## src/rtl/vga_controller.sv

```systemverilog
// vga_controller: 640x480 VGA timing generator driven by a 25 MHz pixel clock.
// The horizontal and vertical counters are exposed as x/y with zero latency.
// HS/VS/RGB come from a single output register stage, one cycle behind x/y/color.
// Optional feature macro: VGA_FRAME_TICK_EN adds the frame_tick output.
// frame_tick pulses once per frame, one cycle after the counters reach (0, V_VISIBLE).
module vga_controller #(
  parameter int H_VISIBLE = 640,
  parameter int H_FRONT   = 16,
  parameter int H_SYNC    = 96,
  parameter int H_BACK    = 48,
  parameter int V_VISIBLE = 480,
  parameter int V_FRONT   = 10,
  parameter int V_SYNC    = 2,
  parameter int V_BACK    = 33
) (
  input  logic        CLOCK_25,
  input  logic        RESET_N,
  input  logic [2:0]  color,
  output logic [11:0] x,
  output logic [11:0] y,
  output logic        video_active,
  output logic        VGA_HS,
  output logic        VGA_VS,
  output logic        VGA_R,
  output logic        VGA_G,
  output logic        VGA_B
`ifdef VGA_FRAME_TICK_EN
  ,
  output logic        frame_tick
`endif
);

  localparam int H_TOTAL = H_VISIBLE + H_FRONT + H_SYNC + H_BACK;
  localparam int V_TOTAL = V_VISIBLE + V_FRONT + V_SYNC + V_BACK;

  localparam logic [11:0] H_LAST   = 12'(H_TOTAL - 1);
  localparam logic [11:0] V_LAST   = 12'(V_TOTAL - 1);
  localparam logic [11:0] H_VIS    = 12'(H_VISIBLE);
  localparam logic [11:0] V_VIS    = 12'(V_VISIBLE);
  localparam logic [11:0] HS_START = 12'(H_VISIBLE + H_FRONT);
  localparam logic [11:0] HS_END   = 12'(H_VISIBLE + H_FRONT + H_SYNC - 1);
  localparam logic [11:0] VS_START = 12'(V_VISIBLE + V_FRONT);
  localparam logic [11:0] VS_END   = 12'(V_VISIBLE + V_FRONT + V_SYNC - 1);

  logic [11:0] h_count_q, h_count_d;
  logic [11:0] v_count_q, v_count_d;
  logic        hs_q, hs_d;
  logic        vs_q, vs_d;
  logic [2:0]  rgb_q, rgb_d;

  assign x            = h_count_q;
  assign y            = v_count_q;
  assign video_active = (h_count_q < H_VIS) && (v_count_q < V_VIS);

  assign VGA_HS = hs_q;
  assign VGA_VS = vs_q;
  assign VGA_R  = rgb_q[2];
  assign VGA_G  = rgb_q[1];
  assign VGA_B  = rgb_q[0];

  // Next-state counters: h wraps every line, v advances only on the h wrap.
  always_comb begin
    h_count_d = h_count_q + 12'd1;
    v_count_d = v_count_q;
    if (h_count_q == H_LAST) begin
      h_count_d = 12'd0;
      if (v_count_q == V_LAST) begin
        v_count_d = 12'd0;
      end else begin
        v_count_d = v_count_q + 12'd1;
      end
    end
  end

  // Output stage inputs: active-low syncs, and colour forced to black while blanking.
  always_comb begin
    hs_d  = !((h_count_q >= HS_START) && (h_count_q <= HS_END));
    vs_d  = !((v_count_q >= VS_START) && (v_count_q <= VS_END));
    rgb_d = video_active ? color : 3'b000;
  end

  // Counters and registered outputs; reset parks the beam at (0,0) with syncs idle.
  always_ff @(posedge CLOCK_25 or negedge RESET_N) begin
    if (!RESET_N) begin
      h_count_q <= 12'd0;
      v_count_q <= 12'd0;
      hs_q      <= 1'b1;
      vs_q      <= 1'b1;
      rgb_q     <= 3'b000;
    end else begin
      h_count_q <= h_count_d;
      v_count_q <= v_count_d;
      hs_q      <= hs_d;
      vs_q      <= vs_d;
      rgb_q     <= rgb_d;
    end
  end

`ifdef VGA_FRAME_TICK_EN
  logic tick_q, tick_d;

  assign frame_tick = tick_q;

  // Frame pulse source: the first blanking line start, once per frame.
  always_comb begin
    tick_d = (h_count_q == 12'd0) && (v_count_q == V_VIS);
  end

  // Register the frame pulse so it lines up with HS/VS/RGB.
  always_ff @(posedge CLOCK_25 or negedge RESET_N) begin
    if (!RESET_N) begin
      tick_q <= 1'b0;
    end else begin
      tick_q <= tick_d;
    end
  end
`endif

endmodule

```

## config.mk

```make
export PLATFORM = sky130hd
export DESIGN_NAME = vga_controller
export DESIGN_NICKNAME = d
export VERILOG_FILES = /design/src/rtl/vga_controller.sv
export SDC_FILE = /design/constraint.sdc
export NUM_CORES = 1
export LEC_CHECK = 0
export ABC_AREA = 1
export CAP_MARGIN = 20
export CORE_UTILIZATION = 50
export DETAILED_ROUTE_END_ITERATION = 8
export PLACE_DENSITY = 0.9
export RECOVER_POWER = 100
export SLEW_MARGIN = 20
export SYNTH_ARGS = -nofsm -noshare
export SYNTH_HDL_FRONTEND = slang
export SYNTH_SLANG_ARGS = --single-unit
```

## constraint.sdc

```tcl
create_clock -name CLOCK_25 -period 1.8 [get_ports CLOCK_25]
set_clock_uncertainty 0.15 [all_clocks]
set_input_delay 0.54 -clock CLOCK_25 [delete_from_list [all_inputs] [get_ports CLOCK_25]]
set_output_delay 0.54 -clock CLOCK_25 [all_outputs]
set_load 0.01 [all_outputs]
```

==> reports/results.txt, run 1 <==
Outcome -> complete, but fails checks
Failing checks -> setup timing
WS Path Type -> reg2out
Reg clk slew, reported paths -> 100 ps
Setup WS pre-CTS -> -482 ps
Post-DRT Antenna Nets -> 0
Worst skew pair latency -> 330 ps
FF-to-FF Start -> y[11]$_DFFE_PN0N_
Post-Route Setup TNS -> -2520 ps
Crit. End Element -> primary output
CTS buffer count -> 5
Synth Cell Area -> 1600 um2
Die width -> 58.6 um
Pleak -> 0.00128 uW
Vias in the first global route -> 1674
Fin crit period -> 2190 ps
CTS Sinks -> 29
Slew Limit Fails -> 0
Average routed wire per standard cell -> 14.5 um
Peak supply drop -> 0.372 mV
Core Area -> 3050 um2
Reg-to-reg endpoint -> rgb_q[0]$_DFF_PN0_
RSZ-0062 raised after global routing -> true
Setup crit start kind -> flip-flop
Async set-reset flop share out of synthesis -> 100%
Synthesis warning total -> 0
Crit path DAT -> 1500 ps
Final WS setup -> -393 ps
Post-synthesis mux area share -> 0%
Peak Freq -> 456 MHz
Layout area overhead -> 50.2%
Vias per cell -> 5.23
Final Setup Violations -> 21
First-pass DRT Iterations -> 4
CTS tree -> yes
Largest family of logic cells by synthesized area -> simple AND/OR/NAND/NOR gates
Drt initial violations -> 120
Seq cells post-synth -> 29
Antenna violations before repair -> 0
RD Place Congestion -> 0.907
ANT cells -> 0
Hold Buf Count CTS -> 0
Flop2flop setup slack -> -250 ps
Tcrit/Tclk final -> 122%
H-Tree Depth -> 2
XOR/XNOR share of the synthesized area -> 5.48%
Measured slew at the worst slew-check pin -> 725 ps
Mapped Cells -> 208
R2R cell count -> 14
GRT Util Overall -> 30.4%
Seq/Total Area, Yosys -> 45.5%
Hold Path Sink -> x[2]$_DFF_PN0_
Synth Area in Adders -> 3.13%
Final net count -> 303
Syn_nets -> 217
Hold Startpoint -> x[2]$_DFF_PN0_
Final WL -> 4910 um
Hold Path Class -> reg2reg
P per Cell Area -> 446 nW/um2
Cell variety after synth -> 26
Initial Utilization -> 52.4%
CTS Buffer Depth -> 2
Post-synth EDFFs -> 0
Max_cap viols -> 0
Die height -> 58.6 um
Synth Area per Inst -> 7.69 um2
Largest net degree at the start of global routing -> 30
Critical path data required time -> 1110 ps
Synth Area in Compound Gates -> 4.54%
Share of layout cells above drive strength 1 -> 29.8%
Root buf cell -> clkbuf_4
# rows -> 20
Input/output buffers -> 34
Via count -> 1774
Worst hold path cell count -> 2
CP Max Fanout -> 3
Final hold viol count -> 0
Detail Placement HPWL -> 2740 um
Die area -> 3430 um2
Top FF cell, synth -> dfrtp_1
DR DRC count -> 0
Ports -> 35
First-pass GRT wire length -> 7710 um
Max_slew headroom -> 51.7%
Total grt overflow -> 0
Post-synthesis simple-gate area fraction -> 32.2%
-- synthesized netlist by cell type (2+ instances only) --
master	number	area share, %
nand3_1	18	5.6
inv_2	4	0.94
or2_2	2	0.78
nand2_1	50	12
dfrtp_1	27	42
nor2_1	29	6.8
inv_1	31	7.3
nand3b_1	2	0.94
xor2_1	9	4.9
ha_1	4	3.1
nor3b_1	2	0.94
o21ai_0	6	1.9
dfstp_2	2	3.3
nor2_4	2	1.4
o21ai_1	3	0.94
nor3_1	3	0.94
nand4_1	5	2.0
-- critical path, stage by stage, from the launching register on --
cell	delay (ps)
dfrtp_1	400
inv_2	90
nand2_4	60
nor2_4	100
buf_4	120
buf_4	100
nand2_2	50
nand2_2	90
inv_2	50
buf_6	110
-- power by group --
group | internal, uW | switching, uW
registers | 655 | 0.946
logic | 13.0 | 20.4
clock network | 149 | 235
-- area by class of cell --
cell class              instances  area, um2
clock buffers                   6       41.3
clock inverters                 2       10.0
fillers                       199        651
inverters                      35        134
multi-input cells             142        781
flip-flops and latches         29        729
well taps                      44       55.1
repair buffers                 81        652
-- worst max-delay path by stage --
stage	start	endpoint	slack (ps)	depth (start not counted)
6_report	y[11]$_DFFE_PN0N_	video_active	-390	9
5_1_grt	y[11]$_DFFE_PN0N_	video_active	-460	9
4_1_cts	y[11]$_DFFE_PN0N_	video_active	-360	8
3_5_place_dp	y[11]$_DFFE_PN0N_	video_active	-480	8
3_3_place_gp	y[11]$_DFFE_PN0N_	video_active	-380	8
2_1_floorplan	x[7]$_DFF_PN0_	video_active	20	5
-- per-stage QoR --
step	cells	util, %	hold WS [ps]	power (uW)	area (um2)
detailed placement	313	72.8	364	707	2220
finish	339	78.7	423	1070	2400
global placement	313	72.8	356	706	2220
CTS	337	78.9	416	1070	2410
floorplan	208	-	94.4	673	1600
global route	339	78.7	437	1100	2400
-- kinds of logic after synthesis --
kind of cell	count (synthesis)
XOR/XNOR	10
adder cells (fa/ha/maj)	4
buffers and inverters	37
flip-flops	29
AO/OA/AOI/OAI	13
AND/OR/NAND/NOR	115
-- placed cells by master, fill, tap and decap left out, types with 2 or more instances in the layout --
cell type	count
buf_4	30
buf_6	13
clkbuf_1	9
clkbuf_2	8
clkbuf_4	6
clkdlybuf4s15_1	2
clkdlybuf4s50_1	3
clkinv_2	2
dfrtp_1	26
dfstp_2	2
dlygate4sd2_1	14
ha_1	3
inv_1	26
inv_2	8
nand2_1	47
nand2_2	2
nand3_1	18
nand3b_1	2
nand4_1	5
nor2_1	25
nor2_2	4
nor2_4	3
nor3_1	2
o21ai_0	5
o21ai_1	4
or2_2	2
xor2_1	9
-- registers in the layout, summed over array words and instances (netlist names) --
name,cells
VGA_HS,1
y,12
x,12
VGA_VS,1
rgb_q,3
-- layer usage --
layer | routed length (um) | global-route usage, %
met5 | 0 | 0
met4 | 203 | 14.3
met3 | 300 | 6.81
met2 | 2430 | 51.2
met1 | 1970 | 37.0
-- timing repair --
item,in CTS,in global routing
gates resized for setup,70,32
pin swaps,5,4
setup buffers,19,5
setup endpoints to repair,30,31
Power figures use the tool's default switching activity.
==> run 2, diff against run 1 <==
Settings changed: CAP_MARGIN 20 to 0.
==> results of run 2 <==
Final layout, timing and power as in run 1 (identical DEF).
==> run 3, diff against run 2 <==
Settings changed: MAX_ROUTING_LAYER set to met4.
==> reports/results.txt, run 3 (synthesis results as in run 1) <==
Peak Freq -> 469 MHz
Failing checks -> setup timing
Slew Limit Fails -> 0
Crit. End Element -> primary output
Final WL -> 4390 um
Final Setup Violations -> 2
Average routed wire per standard cell -> 13.2 um
Outcome -> complete, but fails checks
Root buf cell -> clkbuf_4
Die area -> 3430 um2
ANT cells -> 0
Antenna violations before repair -> 0
Reg clk slew, reported paths -> 90 ps
Vias per cell -> 5.08
Via count -> 1687
Final WS setup -> -334 ps
Final core occ -> 75.7%
Hold Buf Count CTS -> 0
DR DRC count -> 0
# rows -> 20
Die height -> 58.6 um
Largest net degree at the start of global routing -> 30
RSZ-0062 raised after global routing -> true
Input/output buffers -> 34
CTS Buffer Depth -> 2
Initial Utilization -> 52.4%
Layout area overhead -> 44.4%
Share of layout cells above drive strength 1 -> 28.1%
WS Path Type -> reg2out
CP Max Fanout -> 2
RD Place Congestion -> 0.927
First-pass GRT wire length -> 6700 um
Vias in the first global route -> 1520
P per Cell Area -> 495 nW/um2
GRT Util Overall -> 27.6%
Total grt overflow -> 0
Tcrit/Tclk final -> 119%
Commonest non-fill, non-tap cell in the layout -> nand2_1
Ports -> 35
H-Tree Depth -> 2
First-pass DRT Iterations -> 4
Post-DRT Antenna Nets -> 0
Most frequent cells in the layout -> 49 x nand2_1, 37 x buf_4, 28 x inv_1, 28 x nor2_1, 26 x dfrtp_1
Drt initial violations -> 76
Crit path DAT -> 1440 ps
CTS tree -> yes
Pleak -> 0.00126 uW
Peak supply drop -> 0.477 mV
CTS buffer count -> 5
Core Area -> 3050 um2
Measured slew at the worst slew-check pin -> 738 ps
WHS -> 410 ps
Final Cell Area -> 2310 um2
Max_slew headroom -> 50.8%
Critical path data required time -> 1110 ps
Worst skew pair latency -> 330 ps
Max_cap viols -> 0
DP Area -> 2210 um2
Final net count -> 296
Fin crit period -> 2130 ps
Final hold viol count -> 0
Detail Placement HPWL -> 2910 um
Die width -> 58.6 um
Hold Path Class -> reg2reg
Pwr Total -> 1140 uW
CTS Sinks -> 29
Setup crit start kind -> flip-flop
## run 3: cell count changes in the layout (fill, tap and decap cells not counted), moves of 4 or more
cell      previous run  this run
buf_2                0         7
buf_4               30        37
buf_6               13         5
clkbuf_1             9         1
clkbuf_2             8         4
## run 3: what timing repair did
action / in CTS / in global routing
gates resized for setup: 70 / 17
pin swaps: 4 / 4
setup endpoints to repair: 30 / 22
buffers inserted: 9 / 5
## run 3: path summary, 6_finish.rpt
check	endpoint	cells past startpoint	from	slack [ps]
max in group asynchronous	y[1]$_DFFE_PN0N_	2	RESET_N	340
min	x[0]$_DFF_PN0_	2	x[0]$_DFF_PN0_	410
max	video_active	8	y[10]$_DFFE_PN0N_	-330
min in group asynchronous	x[4]$_DFF_PN0_	2	RESET_N	640
max reg2reg	x[9]$_DFF_PN0_	6	x[5]$_DFF_PN0_	10
min reg2reg	x[0]$_DFF_PN0_	2	x[0]$_DFF_PN0_	410
## run 3: worst max-delay path, cell delays in order, from the launching register on
cell and delay, ps:
dfrtp_1 420, inv_2 90, nand2_4 60, nor2_4 100, inv_2 40, nor3_2 140, nand2_1 90, inv_1 50
buf_2 110
## run 3: stage by stage
stage | TNS, ps | std cells | setup WS, ps
detailed placement | -475 | 313 | -475
floorplan | 0 | 208 | 19.6
CTS | -357 | 329 | -357
global placement | -383 | 313 | -383
finish | -379 | 332 | -334
global route | -1130 | 332 | -420
## run 3: power by group
group	internal [uW]	total (uW)	switching, uW
Sequential	655	655	0.644
Combinational	12.3	30.9	18.6
Clock	226	458	232
## run 3: layer usage
layer	vias to the layer above	GRT usage [%]	part of all wire [%]
met1	792	33.0	40
met2	65	44.7	51
met3	17	7.47	5.3
met4	0	10.2	3.3
li1	813	-	-
met5	-	-	0
## run 3: final cells by class
type / count / area, um2
clock buffers: 7 / 65.1
repair buffers: 74 / 574
inverters: 35 / 131
well taps: 44 / 55.1
flip-flops and latches: 29 / 729
fillers: 260 / 743
clock inverters: 1 / 5.00
multi-input cells: 142 / 749
